--- src/rtl/mire_pkg.sv ---
// Shared definitions for the colour-bar framebuffer writer: RGB565 colours,
// bar colour table and writer state encoding.
package mire_pkg;

  localparam logic [15:0] RGB_WHITE   = 16'hFFFF;
  localparam logic [15:0] RGB_YELLOW  = 16'hFFE0;
  localparam logic [15:0] RGB_CYAN    = 16'h07FF;
  localparam logic [15:0] RGB_GREEN   = 16'h07E0;
  localparam logic [15:0] RGB_MAGENTA = 16'hF81F;
  localparam logic [15:0] RGB_RED     = 16'hF800;
  localparam logic [15:0] RGB_BLUE    = 16'h001F;
  localparam logic [15:0] RGB_BLACK   = 16'h0000;

  localparam logic [15:0] BAR_COLOURS [8] = '{
    RGB_WHITE, RGB_YELLOW, RGB_CYAN, RGB_GREEN,
    RGB_MAGENTA, RGB_RED, RGB_BLUE, RGB_BLACK
  };

  typedef enum logic {
    PAUSE = 1'b0,
    WRITE = 1'b1
  } state_t;

  // Bands past the eighth (HDISP not a multiple of 8) are painted black.
  function automatic logic [15:0] bar_colour(input int unsigned band);
    logic [15:0] colour;
    colour = RGB_BLACK;
    if (band < 8) colour = BAR_COLOURS[band[2:0]];
    return colour;
  endfunction

endpackage

--- src/rtl/wshb_if.sv ---
// Wishbone bus bundle between the pattern writer and the SDRAM controller.
interface wshb_if;
  logic [31:0] adr;
  logic [15:0] dat_ms;
  logic [15:0] dat_sm;
  logic [1:0]  sel;
  logic        we;
  logic        cyc;
  logic        stb;
  logic [2:0]  cti;
  logic [1:0]  bte;
  logic        ack;

  modport master (output adr, dat_ms, sel, we, cyc, stb, cti, bte,
                  input  ack, dat_sm);
  modport slave  (input  adr, dat_ms, sel, we, cyc, stb, cti, bte,
                  output ack, dat_sm);
endinterface

--- src/rtl/mire_pattern.sv ---
// Combinational colour-bar generator: pixel column -> RGB565.
// With MIRE_SCROLL_EN the bars are shifted by the frame counter.
module mire_pattern
  import mire_pkg::*;
#(
  parameter int unsigned HDISP = 640,
  parameter int unsigned XW    = 10
) (
  input  logic [XW-1:0] x,
`ifdef MIRE_SCROLL_EN
  input  logic [7:0]    frame_cnt,
`endif
  output logic [15:0]   colour
);

  localparam int unsigned BAND_W = HDISP / 8;

  int unsigned pos;

  always_comb begin
`ifdef MIRE_SCROLL_EN
    pos = (32'(x) + 32'(frame_cnt)) % HDISP;
`else
    pos = 32'(x);
`endif
    colour = bar_colour(pos / BAND_W);
  end

endmodule

--- src/rtl/mire_writer.sv ---
// Endless colour-bar framebuffer writer (Wishbone master, BURST writes per
// tenure, one idle cycle between tenures). Optional scrolling: MIRE_SCROLL_EN.
module mire_writer
  import mire_pkg::*;
#(
  parameter int unsigned HDISP = 640,
  parameter int unsigned VDISP = 480,
  parameter int unsigned BURST = 64
) (
  input logic    CLK,
  input logic    NRST,
  wshb_if.master wshb_ifm
);

  localparam int unsigned XW = (HDISP > 1) ? $clog2(HDISP) : 1;
  localparam int unsigned YW = (VDISP > 1) ? $clog2(VDISP) : 1;
  localparam int unsigned BW = $clog2(BURST + 1);

  state_t        state;
  logic [XW-1:0] x;
  logic [YW-1:0] y;
  logic [BW-1:0] burst_cnt;
  logic          accept;
  logic          eol;
  logic          eof;
  logic          burst_end;
  logic [15:0]   colour;
  logic          unused_dat_sm;

  assign accept    = (state == WRITE) && wshb_ifm.ack;
  assign eol       = (x == XW'(HDISP - 1));
  assign eof       = eol && (y == YW'(VDISP - 1));
  assign burst_end = (burst_cnt == BW'(BURST - 1));

  always_ff @(posedge CLK or negedge NRST) begin
    if (!NRST) begin
      state     <= PAUSE;
      x         <= '0;
      y         <= '0;
      burst_cnt <= '0;
    end else if (state == PAUSE) begin
      state <= WRITE;
    end else if (accept) begin
      if (eol) begin
        x <= '0;
        y <= eof ? '0 : y + YW'(1);
      end else begin
        x <= x + XW'(1);
      end
      // Frame end and burst end on the same ack share one pause.
      if (burst_end || eof) begin
        state     <= PAUSE;
        burst_cnt <= '0;
      end else begin
        burst_cnt <= burst_cnt + BW'(1);
      end
    end
  end

`ifdef MIRE_SCROLL_EN
  logic [7:0] frame_cnt;

  always_ff @(posedge CLK or negedge NRST) begin
    if (!NRST)              frame_cnt <= '0;
    else if (accept && eof) frame_cnt <= frame_cnt + 8'd1;
  end
`endif

  mire_pattern #(
    .HDISP (HDISP),
    .XW    (XW)
  ) u_pattern (
    .x         (x),
`ifdef MIRE_SCROLL_EN
    .frame_cnt (frame_cnt),
`endif
    .colour    (colour)
  );

  assign wshb_ifm.cyc    = (state == WRITE);
  assign wshb_ifm.stb    = (state == WRITE);
  assign wshb_ifm.we     = 1'b1;
  assign wshb_ifm.sel    = 2'b11;
  assign wshb_ifm.cti    = '0;
  assign wshb_ifm.bte    = '0;
  assign wshb_ifm.adr    = (32'(HDISP) * 32'(y) + 32'(x)) << 1;
  assign wshb_ifm.dat_ms = colour;

  assign unused_dat_sm = ^wshb_ifm.dat_sm;

endmodule
--- src/flat_wrapper.sv ---
// flat-port wrapper written by rule: the top's interface ports become plain ports
module mire_writer_flat import mire_pkg::*;
#(
  parameter int unsigned HDISP = 640,
  parameter int unsigned VDISP = 480,
  parameter int unsigned BURST = 64
)
  (CLK, NRST, wshb_ifm_adr, wshb_ifm_dat_ms, wshb_ifm_sel, wshb_ifm_we, wshb_ifm_cyc, wshb_ifm_stb, wshb_ifm_cti, wshb_ifm_bte, wshb_ifm_ack, wshb_ifm_dat_sm);
  wshb_if wshb_ifm_i ();
  input logic CLK;
  input logic NRST;
  output wire logic [$bits(wshb_ifm_i.adr)-1:0] wshb_ifm_adr;
  output wire logic [$bits(wshb_ifm_i.dat_ms)-1:0] wshb_ifm_dat_ms;
  output wire logic [$bits(wshb_ifm_i.sel)-1:0] wshb_ifm_sel;
  output wire logic [$bits(wshb_ifm_i.we)-1:0] wshb_ifm_we;
  output wire logic [$bits(wshb_ifm_i.cyc)-1:0] wshb_ifm_cyc;
  output wire logic [$bits(wshb_ifm_i.stb)-1:0] wshb_ifm_stb;
  output wire logic [$bits(wshb_ifm_i.cti)-1:0] wshb_ifm_cti;
  output wire logic [$bits(wshb_ifm_i.bte)-1:0] wshb_ifm_bte;
  input wire logic [$bits(wshb_ifm_i.ack)-1:0] wshb_ifm_ack;
  input wire logic [$bits(wshb_ifm_i.dat_sm)-1:0] wshb_ifm_dat_sm;
  assign wshb_ifm_adr = wshb_ifm_i.adr;
  assign wshb_ifm_dat_ms = wshb_ifm_i.dat_ms;
  assign wshb_ifm_sel = wshb_ifm_i.sel;
  assign wshb_ifm_we = wshb_ifm_i.we;
  assign wshb_ifm_cyc = wshb_ifm_i.cyc;
  assign wshb_ifm_stb = wshb_ifm_i.stb;
  assign wshb_ifm_cti = wshb_ifm_i.cti;
  assign wshb_ifm_bte = wshb_ifm_i.bte;
  assign wshb_ifm_i.ack = wshb_ifm_ack;
  assign wshb_ifm_i.dat_sm = wshb_ifm_dat_sm;
  mire_writer #(.HDISP(HDISP), .VDISP(VDISP), .BURST(BURST)) u_core (.CLK(CLK), .NRST(NRST), .wshb_ifm(wshb_ifm_i));
endmodule
--- config.mk ---
export PLATFORM = sky130hd
export DESIGN_NAME = mire_writer_flat
export DESIGN_NICKNAME = d
export VERILOG_FILES = /design/src/rtl/mire_pkg.sv /design/src/rtl/wshb_if.sv /design/src/rtl/mire_pattern.sv /design/src/rtl/mire_writer.sv /design/src/flat_wrapper.sv
export SDC_FILE = /design/constraint.sdc
export NUM_CORES = 1
export LEC_CHECK = 0
export CAP_MARGIN = 0
export CELL_PAD_IN_SITES_DETAIL_PLACEMENT = 1
export CELL_PAD_IN_SITES_GLOBAL_PLACEMENT = 2
export CORE_MARGIN = 3
export CORE_UTILIZATION = 25
export CTS_BUF_LIST = sky130_fd_sc_hd__clkbuf_16
export CTS_CLUSTER_SIZE = 12
export DETAILED_ROUTE_END_ITERATION = 6
export PLACE_DENSITY_LB_ADDON = 0.08
export REMOVE_ABC_BUFFERS = 1
export SETUP_SLACK_MARGIN = 0.4
export SYNTH_ARGS = -nofsm -noshare
export SYNTH_HDL_FRONTEND = slang
export SYNTH_SLANG_ARGS = --single-unit
--- constraint.sdc ---
create_clock -name CLK -period 8.45 [get_ports CLK]
set_input_delay 1.69 -clock CLK [delete_from_list [all_inputs] [get_ports CLK]]
set_output_delay 1.69 -clock CLK [all_outputs]
set_load 0.05 [all_outputs]
# After elaboration in Yosys (flattened, before gate mapping)
# Memory sizes are Yosys's and may differ from the RTL's.
# Index checks and enable logic that the tools add are counted.
[totals]
register_bits = 27
latchBits = 0
ram_bits = 0
mem_bits_ro = 128
input_bits = 19
output_inout_bits = 58
elab_cells = 31
memories = 1
[memory_table]
columns = ["memory", "depth", "word_bits", "rd", "rd_clocked_by_memory_dff", "write_ports", "line_no", "text"]
rows = [
  ["(name not given)", 8, 16, 1, 0, 0, "mire_pkg.sv:28", "if (band < 8) colour = BAR_COLOURS[band[2:0]];"],
]
[classes]
add_sub_neg = 4
multipliers = 1
n_div = 1
magnitude_cmp = 2
eq_ne = 3
shifts = 0
n_mux = 9
bitwise_logic = 1
n_reduce_logical = 5
[op_table]
columns = ["operator", "count"]
rows = [
  ["$mux 16", 3],
  ["$div 10x7->32 const B", 1],
  ["$lt 32x4->1 const B", 1],
  ["$add 19x10->20", 1],
  ["$mul 3x9->12 const A", 1],
  ["$add 10x1->10 const B", 1],
  ["$eq 10x10->1 const B", 1],
  ["$mux 10", 1],
  ["$add 9x1->9 const B", 1],
  ["$eq 9x9->1 const B", 1],
  ["$mux 9", 1],
  ["$add 7x1->7 const B", 1],
  ["$eq 7x6->1 const B", 1],
  ["$mux 7", 1],
  ["$ge 4x4->1 const B", 1],
  ["$not 3->4", 1],
  ["$mux 1", 3],
  ["$reduce_and 3->1", 1],
  ["$logic_and 1x1->1", 2],
  ["$reduce_and 2->1", 1],
  ["$logic_or 1x1->1", 1],
]

# Longest topological paths before layout
[logic_depth]
depth_word = 6
mapped_depth = 10
depth_no_buf = 10

# Cells and area by module
# A second synthesis with hierarchy kept.
[unflattened]
cells_unflattened = 288
hier_area_um2 = 2502.4
[modules_own_cells]
columns = ["module", "instances", "cells_each", "area_per_inst_um2", "seq_area_each_um2"]
rows = [
  ["mire_writer", 1, 239, 2158.3, 675.6],
  ["mire_pattern", 1, 49, 344.1, 0.0],
]

# Worst setup path after synthesis
# No wires, ideal clock.
[synth_path]
kind = "register to output"
start = "register u_core.x[7]"
end = "output port wshb_ifm_dat_ms[1]"
arrival_time_ps = 3502
required_time_ps = 6760
slack_ps = 3258
stages_incl_launch_ff = 11
n_path_buf = 2
path_cell_list = "dfrtp_1 buf_6 or2_2 ha_1 nor2b_1 a211oi_1 a2111oi_0 nand3_1 a21bo_2 a21oi_1 buf_4"
[synth_via]
elab_chain_len = 6
elab_cells_between_ends = 7
classes_between = "1 x div; 1 x order compare; 3 x mux; 1 x bitwise; 1 x memory"
[synth_lines]
columns = ["item", "line_no", "text"]
rows = [
  ["start, declared", "mire_writer.sv:20", "logic [XW-1:0] x;"],
  ["start signal, assigned", "mire_writer.sv:48", "x <= x + XW'(1);"],
  ["$div 10x7->32 (*)", "mire_pattern.sv:26", "colour = bar_colour(pos / BAND_W);"],
  ["branches (longest 4 deep; another with $lt 32x4->1)", "--", ""],
  ["$mux 16 (*)", "mire_pkg.sv:28", ""],
  ["end, declared", "flat_wrapper.sv:13", "output wire logic [$bits(wshb_ifm_i.dat_ms)-1:0] wshb_ifm_dat_ms;"],
]
# Every way passes the cells marked *. The select of a mux whose other input is x is not followed.

# Worst setup path in the final report
[layout_path]
start = "register u_core.x[7]"
end = "output port wshb_ifm_dat_ms[2]"
# The elaborated chain is that of the path after synthesis.

==> impl_metrics.toml <==
[run_status]
status = "completed"

[clock_tree]
postCtsSetupBuffers = 0
postCtsHoldBufs = 0
cts_max_level = 1
ctsResizeCount = 0
cts.clk_slew.worst_paths_ns = 0.07
cts_tree = "done"
cts_sinks = 27
clockBufferDepth = 2
worstSkewPairLatency_ns = 0.26
numCtsBuffers = 3
cts_root_buf = "clkbuf_16"

[global_routing]
gr-usage-met1 = 0.1604
grt_pass1_wl_um = 11680
grt_remaining_overflow = 0
grt_max_degree = 28
track_usage = 0.1098
grt_use_met2 = 0.1764
grt.busiest_layer = "met2"
first_global_vias = 2323
antenna_found_initial = 0
met3_usage = 0.01092

[synthesis]
synth_edf_count = 0
synth-seq-cells = 27
async_reset_ff_frac = 1.000
avgSynthCellArea_sq_um = 8.299
synthCells = 332
ys_warn_count = 0
ys_seq_area_frac = 0.2452
yosysUniqueCellTypes = 60
synth_area_sq_mm = 0.002755
synth-main-ff-cell = "dfrtp_1"

[detailed_routing]
drc = 0
drt_first_pass_iters = 4
via_count = 2233
avgRoutedWirePerCell_um = 13.88
via_per_inst = 4.672
ant_nets = 0
wl_um = 6635
drt-initial-drc-count = 49

[sta]
min_period_ns = 5.821
rsz0062_at_grt = "false"
setup_ws_ns = 2.629
period_share = 0.6889
finClkSkew_ns = 0.007110
worstMarginPinSlew_ns = 0.7299
finalSetupViolCount = 0
slew-limit-headroom = 0.5134
hold_violations = 0
report.final.slew_viol_count = 0
clock.fmax_ghz = 0.1718
setup_tns_ns = 0

[critical_path]
crit_fanout = 20
critPathKind = "reg -> out"
path_cells = "or2_2, ha_1, nor2b_1, a211oi_1, a2111oi_0, nand3_1, a21bo_2, a21oi_1, clkdlybuf4s50_1"
worst_path_largest_cell_delay_ns = 0.87
cp.buffers_inverters = 1
worstSetupStartpointType = "flip-flop"
end_kind = "output pin"
cp_slowest_cell = "clkdlybuf4s50_1"
cp.arrival_ns = 4.13
cp.required_ns = 6.76
cpLargestDelayFamily = "compound AO/OA/AOI/OAI gates"

[floorplanning]
die_area_sq_mm = 0.01232
die_y_um = 111.0
rows = 37
io_pins = 77
start_util = 0.2622
die_w_um = 111.0
core_sq_mm = 0.01051

[layout]
antenna-diode-count = 0
area_growth_pct = 12.17
instances_no_fill = 478
drive_gt1_frac = 0.05263
fillers = 1255
fin_nets = 386

[power]
p_switching_uw = 185.2
power_leakage_uw = 0.001315
swShare = 0.4132
total_power_uw = 448.3
p_int_uw = 263.1
peakVddDrop_v = 0.0001006
p_per_area_mw_per_mm2 = 145.1
clkPwrFrac = 0.247
seq_power_share = 0.419
p_comb_frac = 0.334

[placement]
dp_hpwl_um = 4998
portBuffers = 39
dp.cells = 474
place.gp.congestion = 0.6861
pre_cts_ws_ns = 2.881

[worst_hold_path]
holdCritPathClass = "reg -> reg"

[run]
max_cap_viol_count = 0
-- final timing paths --
| kind | startpoint | endpoint | slack (ns) | depth (start not counted) |
|---|---|---|---|---|
| worst max-delay path | u_core.x[7]$_DFFE_PN0P_ | wshb_ifm_dat_ms[2] | 2.63 | 9 |
| worst min-delay path | u_core.burst_cnt[6]$_DFFE_PN0P_ | u_core.burst_cnt[6]$_DFFE_PN0P_ | 0.49 | 1 |
| worst max register to register | u_core.x[6]$_DFFE_PN0P_ | u_core.y[6]$_DFFE_PN0P_ | 5.54 | 6 |
| worst min register to register | u_core.burst_cnt[6]$_DFFE_PN0P_ | u_core.burst_cnt[6]$_DFFE_PN0P_ | 0.49 | 1 |
| max in group asynchronous | NRST | u_core.y[0]$_DFFE_PN0P_ | 6.36 | 2 |
| min in group asynchronous | NRST | u_core.x[2]$_DFFE_PN0P_ | 1.81 | 2 |
-- cell usage after synthesis (3+ instances only) --
| master | n | share of area |
|---|---|---|
| o21a_1 | 3 | 0.0082 |
| nor3_1 | 6 | 0.011 |
| dfrtp_1 | 27 | 0.25 |
| a21o_1 | 4 | 0.011 |
| buf_4 | 47 | 0.13 |
| and2_1 | 3 | 0.0068 |
| nor3b_1 | 4 | 0.011 |
| xnor2_1 | 13 | 0.041 |
| xor2_1 | 10 | 0.032 |
| nor4_1 | 3 | 0.0068 |
| and3_1 | 5 | 0.011 |
| nand2_1 | 25 | 0.034 |
| nor2b_1 | 11 | 0.025 |
| a21oi_1 | 11 | 0.020 |
| nand2b_1 | 5 | 0.011 |
| a211oi_1 | 3 | 0.0082 |
| o31ai_1 | 4 | 0.011 |
| or3_1 | 3 | 0.0068 |
| nand3_1 | 13 | 0.024 |
| inv_1 | 12 | 0.016 |
| ha_1 | 22 | 0.10 |
| o21ai_0 | 26 | 0.047 |
| nor2_1 | 24 | 0.033 |
| or2_2 | 3 | 0.0068 |
| clkbuf_1 | 4 | 0.0054 |
-- power groups by stage --
stage	clock (uW)	combinational [uW]	sequential, uW
final	111	150	188
after detailed placement	0	151	191
after floorplan	0	68.6	222
after CTS	116	152	188
after global placement	0	151	191
after global routing	122	165	194
-- sequential cells by signal, indices dropped and copies added (netlist names) --
register             count
u_core.x                10
u_core.wshb_ifm.cyc      1
u_core.burst_cnt         7
u_core.y                 9
-- stage by stage --
step | cell area [sq um] | util | hold slack (ns)
floorplan | 2442 | - | 0.4462
global placement | 3010 | 0.2865 | 0.4652
CTS | 3090 | 0.2941 | 0.4948
detailed placement | 3010 | 0.2865 | 0.4704
finish | 3090 | 0.2941 | 0.4890
global route | 3090 | 0.2941 | 0.5078
-- worst reg2reg max path, stage by stage (launching register included) --
cell	delay, ns
dfrtp_1	0.77
nand2b_2	0.21
or4_4	0.62
nor3_2	0.60
or4b_1	0.37
nor3b_2	0.08
a21o_1	0.15
-- area by class of cell --
type / count / area, sq um / share of cell area
Sequential cell: 27 / 675.6 / 0.2186
Tap cell: 136 / 170.2 / 0.05506
Inverter: 12 / 45.04 / 0.01457
Clock buffer: 3 / 75.07 / 0.02429
Timing Repair Buffer: 40 / 397.9 / 0.1287
Multi-Input combinational cell: 259 / 1722 / 0.5571
Clock inverter: 1 / 5.005 / 0.001619
-- cell usage in the layout, fill, tap and decap left out, types with 2 or more instances in the layout --
cell type         n
a21o_1            4
nand2_1          25
or2_2             3
nand3_1          13
clkbuf_16         3
o21ai_0          26
and2_1            3
ha_1             22
nor2b_1          11
a21oi_1          11
nand2b_1          5
nor3_1            6
o21a_1            3
o31ai_1           4
nor2_1           24
xor2_1           10
and3_1            5
xnor2_1          13
clkdlybuf4s50_1  39
a22o_1            2
a211oi_1          3
conb_1           21
nand4b_1          2
o2bb2ai_1         2
nand4_1           2
nor4_1            3
dfrtp_1          27
nor3b_1           4
fa_1              2
or3_1             3
inv_1            12
-- routing by layer --
metal / routed length [um] / vias up
met3: 213 / 4
met5: 0 / -
li1: - / 1126
met1: 3390 / 1056
met2: 2993 / 47
met4: 38 / 0
-- logic make-up (layout without fill, tap and decap cells) --
family / Yosys count / in the layout / share of synthesized area
AOI/OAI and AO/OA: 68 / 68 / 0.1617
and+or+nand+nor: 123 / 123 / 0.2471
xor gates and xnor gates: 23 / 23 / 0.07311
adders and majority gates: 24 / 24 / 0.1144
buffers and inverters: 65 / 56 / 0.1558
DFF: 27 / 27 / 0.2452
other: 2 / 21 / 0.002726
Note: power is estimated with default switching activity, not from simulation.
